## src/rtl/spi_motor_pkg.sv

```systemverilog
// spi_motor_pkg: shared types and default constants for the SPI motor controller.
//   state_e : frame receiver FSM states
//   dir_e   : per-channel H-bridge leg encoding (bit0 = forward leg, bit1 = reverse leg)
package spi_motor_pkg;

    localparam int unsigned DEF_N_CH        = 2;
    localparam int unsigned DEF_W           = 8;
    localparam int unsigned DEF_TIMEOUT_CYC = 2_000_000;

    typedef enum logic [1:0] {
        ST_IDLE  = 2'd0,
        ST_RECV  = 2'd1,
        ST_CHECK = 2'd2
    } state_e;

    // Encoding chosen so both legs can never be high together.
    typedef enum logic [1:0] {
        DIR_COAST = 2'b00,
        DIR_FWD   = 2'b01,
        DIR_REV   = 2'b10
    } dir_e;

endpackage

```

## src/rtl/spi_motor_ctrl_if.sv

```systemverilog
// spi_motor_ctrl_if: SPI frame bus between host (master) and controller (slave).
//   sck  : SPI clock from host
//   sdi  : host -> controller data, MSB first
//   load : frame strobe, high for the whole frame
//   sdo  : controller -> host echo of the previous committed frame
interface spi_motor_ctrl_if;
    logic sck;
    logic sdi;
    logic load;
    logic sdo;

    modport master (output sck, output sdi, output load, input sdo);
    modport slave  (input sck, input sdi, input load, output sdo);
endinterface

```

## src/rtl/spi_motor_chan.sv

```systemverilog
// spi_motor_chan: one motor channel. Holds the active magnitude/direction and
// compares the shared PWM counter against the magnitude.
//   cmd_i    : signed command from the shadow register
//   load_i   : take cmd_i as the new active command (PWM wrap with pending commit)
//   clr_i    : watchdog expiry, force coast immediately
//   cnt_i    : shared free-running PWM counter
//   pwm_en_o, dir_a_o, dir_b_o : registered bridge controls
module spi_motor_chan
    import spi_motor_pkg::*;
#(
    parameter int unsigned W = DEF_W
) (
    input  logic         clk,
    input  logic         reset,
    input  logic [W-1:0] cmd_i,
    input  logic         load_i,
    input  logic         clr_i,
    input  logic [W-2:0] cnt_i,
    output logic         pwm_en_o,
    output logic         dir_a_o,
    output logic         dir_b_o
);

    logic [W-2:0] mag_q, mag_d;
    dir_e         dir_q, dir_d;
    logic         pwm_q;
    logic [W-1:0] neg_c;

    // |cmd| with the most negative value saturated to full scale.
    always_comb begin
        neg_c = (~cmd_i) + W'(1);
        mag_d = cmd_i[W-2:0];
        dir_d = DIR_FWD;
        if (cmd_i[W-1]) begin
            mag_d = neg_c[W-1] ? '1 : neg_c[W-2:0];
            dir_d = DIR_REV;
        end else if (cmd_i == '0) begin
            dir_d = DIR_COAST;
        end
    end

    always_ff @(posedge clk or posedge reset) begin
        if (reset) begin
            mag_q <= '0;
            dir_q <= DIR_COAST;
            pwm_q <= 1'b0;
        end else begin
            if (clr_i) begin
                mag_q <= '0;
                dir_q <= DIR_COAST;
            end else if (load_i) begin
                mag_q <= mag_d;
                dir_q <= dir_d;
            end
            pwm_q <= ~clr_i & (cnt_i < mag_q);
        end
    end

    assign pwm_en_o = pwm_q;
    assign dir_a_o  = dir_q[0];
    assign dir_b_o  = dir_q[1];

endmodule

```

## src/rtl/spi_motor_ctrl.sv

```systemverilog
// spi_motor_ctrl: SPI-commanded multi-channel PWM H-bridge controller with
// shadowed commands, frame length checking, sdo echo and a command watchdog.
//   clk, reset  : system clock, async active-high reset
//   spi         : slave side of the SPI frame bus (sck, sdi, load, sdo)
//   pwm_en      : per-channel PWM bridge enable
//   dir_a/dir_b : per-channel forward/reverse legs
//   frame_err   : last frame had the wrong bit count
//   debug_light : commands are live (valid frame seen, watchdog not expired)
module spi_motor_ctrl
    import spi_motor_pkg::*;
#(
    parameter int unsigned N_CH        = DEF_N_CH,
    parameter int unsigned W           = DEF_W,
    parameter int unsigned TIMEOUT_CYC = DEF_TIMEOUT_CYC
) (
    input  logic             clk,
    input  logic             reset,
    spi_motor_ctrl_if.slave  spi,
    output logic [N_CH-1:0]  pwm_en,
    output logic [N_CH-1:0]  dir_a,
    output logic [N_CH-1:0]  dir_b,
    output logic             frame_err,
    output logic             debug_light
);

    localparam int unsigned NW  = N_CH * W;
    localparam int unsigned BCW = $clog2(NW + 2);
    localparam int unsigned WDW = $clog2(TIMEOUT_CYC + 1);

    logic [2:0]     sck_sy_q, load_sy_q;
    logic [1:0]     sdi_sy_q;
    state_e         state_q;
    logic [BCW-1:0] bit_cnt_q;
    logic [NW-1:0]  rx_q, shadow_q;
    logic [NW-2:0]  tx_q;
    logic           sdo_q, frame_err_q, pend_q, live_q;
    logic [W-2:0]   pwm_cnt_q;
    logic [WDW-1:0] wd_cnt_q;

    logic           sck_rise_c, load_rise_c, load_fall_c, commit_c, expire_c, apply_c;
    logic [NW-1:0]  tx_load_c;

    // Synchronisers. load resets high so a strobe already asserted at reset
    // release is not mistaken for a new frame start.
    always_ff @(posedge clk or posedge reset) begin
        if (reset) begin
            sck_sy_q  <= '0;
            sdi_sy_q  <= '0;
            load_sy_q <= '1;
        end else begin
            sck_sy_q  <= {sck_sy_q[1:0], spi.sck};
            sdi_sy_q  <= {sdi_sy_q[0], spi.sdi};
            load_sy_q <= {load_sy_q[1:0], spi.load};
        end
    end

    assign sck_rise_c  = sck_sy_q[1] & ~sck_sy_q[2];
    assign load_rise_c = load_sy_q[1] & ~load_sy_q[2];
    assign load_fall_c = ~load_sy_q[1] & load_sy_q[2];
    assign commit_c    = (state_q == ST_CHECK) && (bit_cnt_q == BCW'(NW));
    // A frame committed in the same cycle as a new load rise is echoed next.
    assign tx_load_c   = commit_c ? rx_q : shadow_q;

    // Frame receiver FSM with shift, echo and shadow registers.
    always_ff @(posedge clk or posedge reset) begin
        if (reset) begin
            state_q     <= ST_IDLE;
            bit_cnt_q   <= '0;
            rx_q        <= '0;
            tx_q        <= '0;
            sdo_q       <= 1'b0;
            shadow_q    <= '0;
            frame_err_q <= 1'b0;
        end else begin
            case (state_q)
                ST_IDLE: begin
                    if (load_rise_c) begin
                        state_q   <= ST_RECV;
                        bit_cnt_q <= '0;
                        tx_q      <= tx_load_c[NW-2:0];
                        sdo_q     <= tx_load_c[NW-1];
                    end
                end
                ST_RECV: begin
                    // A rise coinciding with the load fall is still counted.
                    if (sck_rise_c) begin
                        rx_q  <= {rx_q[NW-2:0], sdi_sy_q[1]};
                        tx_q  <= tx_q << 1;
                        sdo_q <= tx_q[NW-2];
                        if (bit_cnt_q != BCW'(NW + 1)) begin
                            bit_cnt_q <= bit_cnt_q + BCW'(1);
                        end
                    end
                    if (load_fall_c) begin
                        state_q <= ST_CHECK;
                    end
                end
                ST_CHECK: begin
                    if (commit_c) begin
                        shadow_q    <= rx_q;
                        frame_err_q <= 1'b0;
                    end else begin
                        frame_err_q <= 1'b1;
                    end
                    if (load_rise_c) begin
                        state_q   <= ST_RECV;
                        bit_cnt_q <= '0;
                        tx_q      <= tx_load_c[NW-2:0];
                        sdo_q     <= tx_load_c[NW-1];
                    end else begin
                        state_q <= ST_IDLE;
                    end
                end
                default: state_q <= ST_IDLE;
            endcase
        end
    end

    // Expiry loses to a commit in the same cycle.
    assign expire_c = live_q && !commit_c && (wd_cnt_q == WDW'(TIMEOUT_CYC - 1));
    assign apply_c  = (&pwm_cnt_q) & pend_q;

    // Shared PWM counter, pending-commit flag and watchdog.
    always_ff @(posedge clk or posedge reset) begin
        if (reset) begin
            pwm_cnt_q <= '0;
            wd_cnt_q  <= '0;
            pend_q    <= 1'b0;
            live_q    <= 1'b0;
        end else begin
            pwm_cnt_q <= pwm_cnt_q + (W-1)'(1);
            if (commit_c) begin
                wd_cnt_q <= '0;
                pend_q   <= 1'b1;
                live_q   <= 1'b1;
            end else begin
                if (&pwm_cnt_q) begin
                    pend_q <= 1'b0;
                end
                if (expire_c) begin
                    live_q <= 1'b0;
                    pend_q <= 1'b0;
                end else if (live_q) begin
                    wd_cnt_q <= wd_cnt_q + WDW'(1);
                end
            end
        end
    end

    // Channel 0 is the first W bits received, i.e. the MSBs of the shadow.
    for (genvar i = 0; i < N_CH; i++) begin : g_chan
        spi_motor_chan #(.W(W)) u_chan (
            .clk      (clk),
            .reset    (reset),
            .cmd_i    (shadow_q[NW-1-i*W -: W]),
            .load_i   (apply_c),
            .clr_i    (expire_c),
            .cnt_i    (pwm_cnt_q),
            .pwm_en_o (pwm_en[i]),
            .dir_a_o  (dir_a[i]),
            .dir_b_o  (dir_b[i])
        );
    end

    assign spi.sdo     = sdo_q;
    assign frame_err   = frame_err_q;
    assign debug_light = live_q;

endmodule

```

## src/flat_wrapper.sv

```systemverilog
// flat-port wrapper written by rule: the top's interface ports become plain ports
module spi_motor_ctrl_flat import spi_motor_pkg::*;
#(
    parameter int unsigned N_CH        = DEF_N_CH,
    parameter int unsigned W           = DEF_W,
    parameter int unsigned TIMEOUT_CYC = DEF_TIMEOUT_CYC
)
  (clk, reset, pwm_en, dir_a, dir_b, frame_err, debug_light, spi_sck, spi_sdi, spi_load, spi_sdo);
  spi_motor_ctrl_if spi_i ();
  input  logic clk;
  input  logic reset;
  output logic [N_CH-1:0] pwm_en;
  output logic [N_CH-1:0] dir_a;
  output logic [N_CH-1:0] dir_b;
  output logic frame_err;
  output logic debug_light;
  input wire logic [$bits(spi_i.sck)-1:0] spi_sck;
  input wire logic [$bits(spi_i.sdi)-1:0] spi_sdi;
  input wire logic [$bits(spi_i.load)-1:0] spi_load;
  output wire logic [$bits(spi_i.sdo)-1:0] spi_sdo;
  assign spi_i.sck = spi_sck;
  assign spi_i.sdi = spi_sdi;
  assign spi_i.load = spi_load;
  assign spi_sdo = spi_i.sdo;
  spi_motor_ctrl #(.N_CH(N_CH), .W(W), .TIMEOUT_CYC(TIMEOUT_CYC)) u_core (.clk(clk), .reset(reset), .spi(spi_i), .pwm_en(pwm_en), .dir_a(dir_a), .dir_b(dir_b), .frame_err(frame_err), .debug_light(debug_light));
endmodule
```

## config.mk

```make
export PLATFORM = sky130hd
export DESIGN_NAME = spi_motor_ctrl_flat
export DESIGN_NICKNAME = d
export VERILOG_FILES = /design/src/rtl/spi_motor_pkg.sv /design/src/rtl/spi_motor_ctrl_if.sv /design/src/rtl/spi_motor_chan.sv /design/src/rtl/spi_motor_ctrl.sv /design/src/flat_wrapper.sv
export SDC_FILE = /design/constraint.sdc
export NUM_CORES = 1
export LEC_CHECK = 0
export CAP_MARGIN = 20
export CORE_UTILIZATION = 37
export CTS_CLUSTER_DIAMETER = 200
export DETAILED_ROUTE_END_ITERATION = 10
export GPL_ROUTABILITY_DRIVEN = 0
export PLACE_DENSITY_LB_ADDON = 0.12
export SYNTH_ARGS = -nofsm -noshare
export SYNTH_HDL_FRONTEND = slang
export SYNTH_SLANG_ARGS = --single-unit
```

## constraint.sdc

```tcl
create_clock -name clk -period 5.65 [get_ports clk]
set_clock_uncertainty 0.2 [all_clocks]
set_input_delay 1.13 -clock clk [delete_from_list [all_inputs] [get_ports clk]]
set_output_delay 1.13 -clock clk [all_outputs]
set_load 0.05 [all_outputs]
```

## Word level (Yosys, flattened, before mapping)

Cells that the tools add are included.

| word-level totals | value |
|---|---|
| word-level logic and storage cells | 109 |
| bits of input ports | 5 |
| bits in registers | 114 |

| cells by class | value |
|---|---|
| reductions and logical operators | 19 |
| muxes and demuxes | 40 |
| equality and inequality tests | 11 |
| bitwise logic cells | 12 |
| magnitude comparators | 2 |
| $add $sub $neg | 5 |

Operators by type and width:

| cell | number |
|---|---|
| two-way mux 21 bit | 3 |
| two-way mux 7 bit | 8 |
| two-way mux 15 bit | 2 |
| one-hot mux 15 bit (2 select lines) | 1 |
| adder 21 x 1 -> 21 bit (second input constant) | 1 |
| equality test 21 bit (second input constant) | 1 |
| adder 8 x 1 -> 8 bit (second input constant) | 2 |
| zero test 8 bit | 2 |
| two-way mux 16 bit | 1 |
| two-way mux 2 bit | 8 |
| NOT 8 bit | 2 |
| two-way mux 5 bit | 3 |
| less-than comparator 7 bit | 2 |
| != test 2 x 1 -> 1 bit (second input constant) | 6 |
| two-way mux 1 bit | 11 |
| one-hot mux 5 bit (2 select lines) | 1 |
| nonzero test 2 bit | 4 |
| adder 7 x 1 -> 7 bit (second input constant) | 1 |
| AND reduction 7 bit | 1 |
| AND 1 bit | 6 |
| one-hot mux 2 bit (3 select lines) | 1 |
| AND reduction 2 bit | 3 |
| adder 5 x 1 -> 5 bit (second input constant) | 1 |
| equality test 5 bit (second input constant) | 1 |
| other kinds (12) | 17 |

## Longest topological paths before layout

Gate-level depths: netlist of run 1.

| depth | value |
|---|---|
| depth after elaboration | 7 |
| gate-level depth with buffers | 8 |
| depth with buffers taken out | 7 |

## Hierarchy

Synthesis of run 1 repeated with hierarchy kept, for this count alone.

| unflattened totals | value |
|---|---|
| cell total of the unflattened synthesis | 553 |
| area, all modules | 5672.9 sq um |

Modules (own cells, without submodules):

| module | instances | area each (sq um) | cells each |
|---|---|---|---|
| spi_motor_ctrl | 1 | 4196.5 | 387 |
| spi_motor_chan | 2 | 738.2 | 83 |

## Worst setup path before layout of run 1

OpenSTA, ideal clock, no wires.

| timing path | value |
|---|---|
| path kind | flip-flop to flip-flop |
| start | register u_core.shadow_q[8] |
| end | register u_core.g_chan[0].u_chan.mag_q[6] |
| stages on the path, launching flop included | 8 |
| clock period less this slack | 2082 ps |
| path slack | 3568 ps |
| buffers on the path | 0 |
| data required time | 5326 ps |
| arrival | 1759 ps |
| path through | dfrtp_1 inv_1 ha_1 or3b_4 or4_1 a21oi_1 or3_1 a21oi_1 |

| between the ends | value |
|---|---|
| longest elaborated chain between the ends | 6 |

Ends and longest elaborated chain:

| item | line | RTL |
|---|---|---|
| start, declared | spi_motor_ctrl.sv:34 | `logic [NW-1:0] rx_q, shadow_q;` |
| start signal, assigned | spi_motor_ctrl.sv:100 | `shadow_q <= rx_q;` |
| NOT 8 bit | spi_motor_chan.sv:31 | `neg_c = (~cmd_i) + W'(1);` |
| adder 8 x 1 -> 8 bit | spi_motor_chan.sv:31 |  |
| two-way mux 7 bit | spi_motor_chan.sv:35 | `mag_d = neg_c[W-1] ? '1 : neg_c[W-2:0];` |
| two-way mux 7 bit | spi_motor_chan.sv:34 | `if (cmd_i[W-1]) begin` |
| two-way mux 7 bit | spi_motor_chan.sv:51 | `end else if (load_i) begin` |
| two-way mux 7 bit | spi_motor_chan.sv:48 | `if (clr_i) begin` |
| end signal, assigned | spi_motor_chan.sv:52 | `mag_q <= mag_d;` |
| end, declared | spi_motor_chan.sv:24 | `logic [W-2:0] mag_q, mag_d;` |

No other way between the ends. The select of a mux whose other input is x is not followed.
A chain may end at the register's enable or synchronous reset.

## Final worst setup path of run 1

| timing path | value |
|---|---|
| start | register u_core.live_q (netlist: u_core.debug_light) |
| end | output debug_light |

RTL lines:

| item | line | RTL |
|---|---|---|
| start, declared | spi_motor_ctrl.sv:36 | `logic sdo_q, frame_err_q, pend_q, live_q;` |
| start signal, assigned | spi_motor_ctrl.sv:129 | `live_q <= 1'b0;` |
| start signal, assigned | spi_motor_ctrl.sv:135 | `live_q <= 1'b1;` |
| start signal, assigned | spi_motor_ctrl.sv:141 | `live_q <= 1'b0;` |
| end, declared | flat_wrapper.sv:16 | `output logic debug_light;` |

No word-level cell between the ends.

==> results by group, run 1 <==
Worst setup path
  • Worst setup SP type: register
  • WP buf/inv: 1
  • CP arrival: 1750 ps
  • Worst-path cell chain: clkdlybuf4s50_1
  • WP depth: 1
  • Required time of the critical path: around 4300 ps
  • Slowest stage delay, CP: between 800 and 900 ps
  • Worst Reg-to-Reg Cells: 6
  • Crit path max-delay family: buffers and inverters
  • Slowest CP cell: clkdlybuf4s50_1
  • Crit. End Element: primary output
  • Critical path class: reg -> out
  • Crit path max fanout: 8

STA
  • Unrepaired setup endpoints after global routing: no
  • Fmax: roughly 330 MHz
  • Min cycle time layout: a little over 3000 ps
  • Slew @ Worst Pin: just over 900 ps
  • Final setup TNS: 0 ps
  • Final setup fails: 0
  • Period utilization: between 50% and 60%
  • Worst setup slack after layout: about 2600 ps
  • Final Hold Vio Count: 0
  • Final Hold Slack: ~150 ps
  • Fin. max-slew vios: 0
  • Slew headroom: roughly two fifths

Routing
  • Post-route ant nets: 0
  • Wire per inst: 15.1 um
  • Via density: approximately 5.2
  • Vias: about 3,800
  • DRT Wirelength: between 10 and 15 mm
  • Drt initial violations: 190
  • DR pass1 iterations: 4
  • DRC Markers: 0

Layout
  • Register area: 0.00286 mm2
  • Multi-input gate area: 0.00246 mm2
  • Final-stage net count: approximately 560
  • Fillers: ~1,400
  • Share of cells above drive strength 1: about 16%
  • Layout area overhead: 17.7%
  • Antenna diodes: 0

Clock tree
  • CTS H-Tree Depth: 4
  • Worst skew pair latency: roughly 420 ps
  • Postcts setup bufs: 0
  • CTS root buffer: clkbuf_16
  • Num CTS Buffers: 17
  • Worst-path clk slew: 50 ps
  • # clock sinks: between 100 and 150
  • CTS tree: built
  • Post-CTS sizing: 0
  • Max Root-Sink Buffers: 2
  • CTS Hold Bufs: 0

Logic synthesis
  • Post-synthesis sequential area ratio: around half
  • Area leader, netlist: dfrtp_1
  • Post-Synthesis Cells: ~530
  • Post-synthesis net count: ~550
  • Synth Flop Type: dfrtp_1
  • Avg Inst Size Synth: ~10 um2
  • Cell Area, Synth: between 0.005 and 0.006 mm2
  • Synth warnings: 0
  • Top post-synthesis cells by area: dfrtp_1, mux2_2, ha_1
  • Post-synth EDFFs: 0
  • Top-area cell type share of the netlist area: roughly 50%
  • Ys async rst share: 100%
  • Seq cells post-synth: 114
  • Yosys cell types: 57
  • Most instantiated library cell after synthesis: dfrtp_1
  • Post-synth top cells: dfrtp_1, nor2_1, nand2_1

Status
  • Outcome: completed

Die
  • Die ar.: 0.0154 mm2
  • Initial core utilization: about two fifths
  • Total core area: 0.0145 mm2
  • Row count: 44
  • I/O pins: 14
  • Die width: between 100 and 150 um
  • Vert. Die Dim: between 100 and 150 um

Placement
  • IO Port Bufs: 13
  • Pre-CTS WS: roughly 2700 ps
  • Hpwl dp: 7.38 mm

Global routing
  • Largest net degree at the start of global routing: 70
  • Total grt overflow: 0
  • Vias in the first global route: ~3,800
  • Initial antenna violation count: 0
  • First-pass GRT wire length: a little under 20 mm
  • Total track usage: approximately 16%

Job
  • Max_cap viols: 0

Power and ir drop
  • Leak pwr: 2.89 nW
  • VDD IR max: approximately 0.0002 V
  • PwrDens: ~340 mW/mm2

Min path
  • Worst min-delay path class: reg -> reg
  • Worst Hold Path Cells: 0
## through the flow
stage	cells	util [%]	power (mW)	cell area, um2
global placement	702	40.0	1.03	5820
finish	734	44.8	2.23	6510
CTS	733	44.6	2.25	6480
global route	734	44.8	2.32	6510
floorplan	527	-	0.993	5530
detailed placement	702	40.0	1.04	5820
## cell families after synthesis
family | Yosys count | synth area share (%)
adder cells (fa/ha/maj) | 19 | 4.30
AO/OA/AOI/OAI | 94 | 10.5
multiplexers | 48 | 9.42
XOR/XNOR | 21 | 3.33
flip-flops | 114 | 51.7
buffers and inverters | 53 | 4.21
AND/OR/NAND/NOR | 178 | 16.6
## registers in the layout (all words and copies together) (netlist names)
signal / cells
u_core.wd_cnt_q: 21
u_core.debug_light: 1
u_core.sdi_sy_q: 2
u_core.g_chan.u_chan.pwm_en_o: 2
u_core.pwm_cnt_q: 7
u_core.frame_err: 1
u_core.g_chan.u_chan.dir_q: 4
u_core.spi.sdo: 1
u_core.load_sy_q: 3
u_core.state_q: 2
u_core.tx_q: 15
u_core.bit_cnt_q: 5
u_core.g_chan.u_chan.mag_q: 14
u_core.pend_q: 1
u_core.rx_q: 16
u_core.sck_sy_q: 3
u_core.shadow_q: 16
## metal layers
metal	vias up	global-route usage (%)	part of all wire (%)
met3	11	4.40	3.2
met2	61	22.5	46
met5	-	0	0
met4	0	7.51	1.2
met1	1852	22.6	50
li1	1899	-	-
## worst register-to-register path: stages, from the launching register on
cell	delay, ps
dfrtp_1	480
buf_16	220
nor2b_1	180
and3_1	790
mux2_2	430
mux2i_1	120
o21ai_0	90
## worst paths after layout
| check | from | to | slack, ps |
|---|---|---|---|
| min reg2reg | u_core.sdi_sy_q[0] | u_core.sdi_sy_q[1] | 150 |
| max | u_core.debug_light | debug_light | 2570 |
| max in group asynchronous | reset | u_core.g_chan[0].u_chan.dir_q[0] | 3530 |
| min in group asynchronous | reset | u_core.sck_sy_q[0] | 1020 |
| min | u_core.sdi_sy_q[0] | u_core.sdi_sy_q[1] | 150 |
| max reg2reg | u_core.state_q[0] | u_core.spi.sdo | 3010 |
## report_power, final
group	leakage (nW)	switching [mW]	internal, mW
Combinational	1.03	0.0732	0.0632
Sequential	1.54	0.0331	0.858
Clock	0.326	0.360	0.844
Total	2.89	0.467	1.76
## placed cells by master (no fill, tap or decap), drive strengths merged, types with 19 or more instances in the layout
| master | netlist | routed |
|---|---|---|
| dfrtp | 111 | 111 |
| nor2 | 46 | 46 |
| nand2 | 45 | 45 |
| mux2 | 32 | 32 |
| o21ai | 32 | 32 |
| a21oi | 30 | 30 |
| inv | 25 | 25 |
| nand3 | 21 | 21 |
| clkbuf | 13 | 20 |
| ha | 19 | 19 |
## final cells by class
cell class                 instances  area share, %
sequential                       114           43.9
clock inverter                    11           3.19
multi-input combinational        360           37.8
clock buffer                      20           7.02
timing repair buffer              20           3.11
inverter                          25           1.48
tap                              184           3.54
(Power assumes the default switching activity.)
==> inputs of run 2 (changes only) <==
Clock period 5.65 ns to 3 ns, I/O delays scaled along.
==> results by group, run 2 (synthesis results as in run 1) <==
Clock tree
  • Max Root-Sink Buffers: 2 (unchanged)
  • CTS Hold Bufs: 0 (unchanged)
  • Worst-path clk slew: 60 ps (was 50 ps)
  • Num CTS Buffers: 17 (unchanged)
  • Post-CTS sizing: 0 (unchanged)
  • CTS root buffer: clkbuf_16 (unchanged)
  • Postcts setup bufs: 0 (unchanged)
  • CTS tree: built (unchanged)
  • # clock sinks: 114 (unchanged)
  • CTS H-Tree Depth: 4 (unchanged)
  • Worst skew pair latency: 420 ps (about the same)

Layout
  • Core Util, Final: 44.8% (about the same)
  • Share of cells above drive strength 1: 16.1% (was 15.8%)
  • Commonest non-fill, non-tap cell in the layout: dfrtp_1 (unchanged)
  • Antenna diodes: 0 (unchanged)
  • Final Non-Filler Cells: 737 (was 734)
  • Most flops, register: u_core.wd_cnt_q (unchanged)
  • Layout area overhead: 17.8% (was 17.7%)
  • Max reg flops: 21 (unchanged)
  • Top Registers: u_core.wd_cnt_q: 21 flops, u_core.rx_q: 16 flops, u_core.shadow_q: 16 flops (unchanged)
  • Fillers: 1,409 (was 1,374)
  • Final-stage net count: 566 (was 562)
  • Most frequent cells in the layout: dfrtp_1, nor2_1, nand2_1 (unchanged)

STA
  • Final setup fails: 0 (unchanged)
  • Fmax: 393 MHz
  • Unrepaired setup endpoints after global routing: no (unchanged)
  • Fin. max-slew vios: 0 (unchanged)
  • Slew @ Worst Pin: 653 ps (was 915 ps)
  • Period utilization: 84.9%
  • Min cycle time layout: around 2500 ps
  • Slew headroom: 56.1% (was 39.0%)
  • Final setup TNS: 0 ps (unchanged)
  • Worst setup slack after layout: 454 ps (was 2570 ps)
  • Final Hold Vio Count: 0 (unchanged)

Power and ir drop
  • VDD IR max: 0.000498 V (was 0.000197 V)
  • PwrDens: 625 mW/mm2 (was 343 mW/mm2)
  • Leak pwr: 2.90 nW (was 2.89 nW)
  • Final total power: 4.07 mW (was 2.23 mW)

Worst setup path
  • Worst R2R Start: u_core.shadow_q[8] (was u_core.state_q[0])
  • Crit path max-delay family: buffers and inverters (unchanged)
  • Reg2reg end: u_core.g_chan[0].u_chan.mag_q[6] (was u_core.spi.sdo)
  • R2r setup slk: 810 ps (was 3010 ps)
  • Crit. End Element: primary output (unchanged)
  • Slowest stage delay, CP: 850 ps (about the same)
  • Slowest CP cell: clkdlybuf4s50_1 (unchanged)
  • Critical path class: reg -> out (unchanged)
  • CP arrival: 1750 ps (about the same)
  • WP depth: 1 (unchanged)
  • Required time of the critical path: 2200 ps (was 4320 ps)
  • Worst Reg-to-Reg Cells: 7 (was 6)
  • Worst-path cell chain: clkdlybuf4s50_1 (unchanged)
  • Worst setup SP type: register (unchanged)
  • WP buf/inv: 1 (unchanged)
  • Crit path max fanout: 8 (unchanged)

Global routing
  • Largest net degree at the start of global routing: 41 (was 70)
  • Total grt overflow: 0 (unchanged)
  • Total track usage: 16.0% (about the same)
  • First-pass GRT wire length: 19.4 mm (was 19.5 mm)
  • Initial antenna violation count: 0 (unchanged)
  • Vias in the first global route: 3,877 (was 3,803)

Min path
  • Worst Hold Path Cells: 0 (unchanged)
  • Worst hold path startpoint: u_core.sck_sy_q[0] (was u_core.sdi_sy_q[0])
  • Hold EP: u_core.sck_sy_q[1] (was u_core.sdi_sy_q[1])
  • Worst min-delay path class: reg -> reg (unchanged)

Die
  • Die ar.: 0.0154 mm2 (unchanged)
  • Initial core utilization: 38.0% (unchanged)
  • Vert. Die Dim: 124 um (unchanged)
  • Die width: 124 um (unchanged)
  • Total core area: 0.0145 mm2 (unchanged)
  • I/O pins: 14 (unchanged)
  • Row count: 44 (unchanged)

Routing
  • Drt initial violations: 197 (was 190)
  • Post-route ant nets: 0 (unchanged)
  • DR pass1 iterations: 4 (unchanged)
  • DRT Wirelength: 11.0 mm (was 11.1 mm)
  • Via density: 5.16 (was 5.21)
  • DRC Markers: 0 (unchanged)
  • Vias: 3,801 (was 3,823)
  • Wire per inst: 14.9 um (was 15.1 um)

Status
  • Outcome: completed (unchanged)

Placement
  • Pre-CTS WS: 817 ps (was 2720 ps)
  • Cells after DPL: 707 (was 702)
  • Hpwl dp: 7.63 mm (was 7.38 mm)
  • IO Port Bufs: 13 (unchanged)

Job
  • Max_cap viols: 0 (unchanged)
## run 2: metrics by stage
stage	area (um2)	hold WS, ps
finish	6510	154
global route	6510	157
CTS	6510	156
detailed placement	5890	143
global placement	5890	133
floorplan	5530	131
## run 2: how the worst max path moves through the flow
| stage | startpoint | to | slack [ps] |
|---|---|---|---|
| after detailed placement | u_core.shadow_q[8] | u_core.g_chan[0].u_chan.mag_q[6] | 820 |
| final | u_core.debug_light | debug_light | 450 |
| after floorplan | reset | u_core.bit_cnt_q[0] | 820 |
| after global routing | u_core.debug_light | debug_light | 400 |
| after global placement | u_core.shadow_q[8] | u_core.g_chan[0].u_chan.mag_q[6] | 850 |
| after CTS | u_core.debug_light | debug_light | 420 |
## run 2: cell type report
class                      count  area [um2]  share of cell area [%]
clock buffer                  19         433                    6.65
timing repair buffer          24         250                    3.84
clock inverter                11         188                    2.88
tap                          184         230                    3.53
inverter                      25        97.6                    1.50
sequential                   114        2860                    43.9
multi-input combinational    360        2460                    37.7
## run 2: routing by layer
layer	GRT usage, %	up-vias	routed length (um)
met3	4.22	17	294
li1	-	1897	-
met2	24.0	33	4920
met1	21.4	1854	5570
met5	0	-	0
met4	7.65	0	225
## run 2: power breakdown
group          switching [mW]  internal [mW]  leakage [nW]  total (mW)
clock network           0.689           1.46         0.306        2.15
logic                   0.135          0.114          1.05       0.249
registers              0.0580           1.62          1.54        1.67
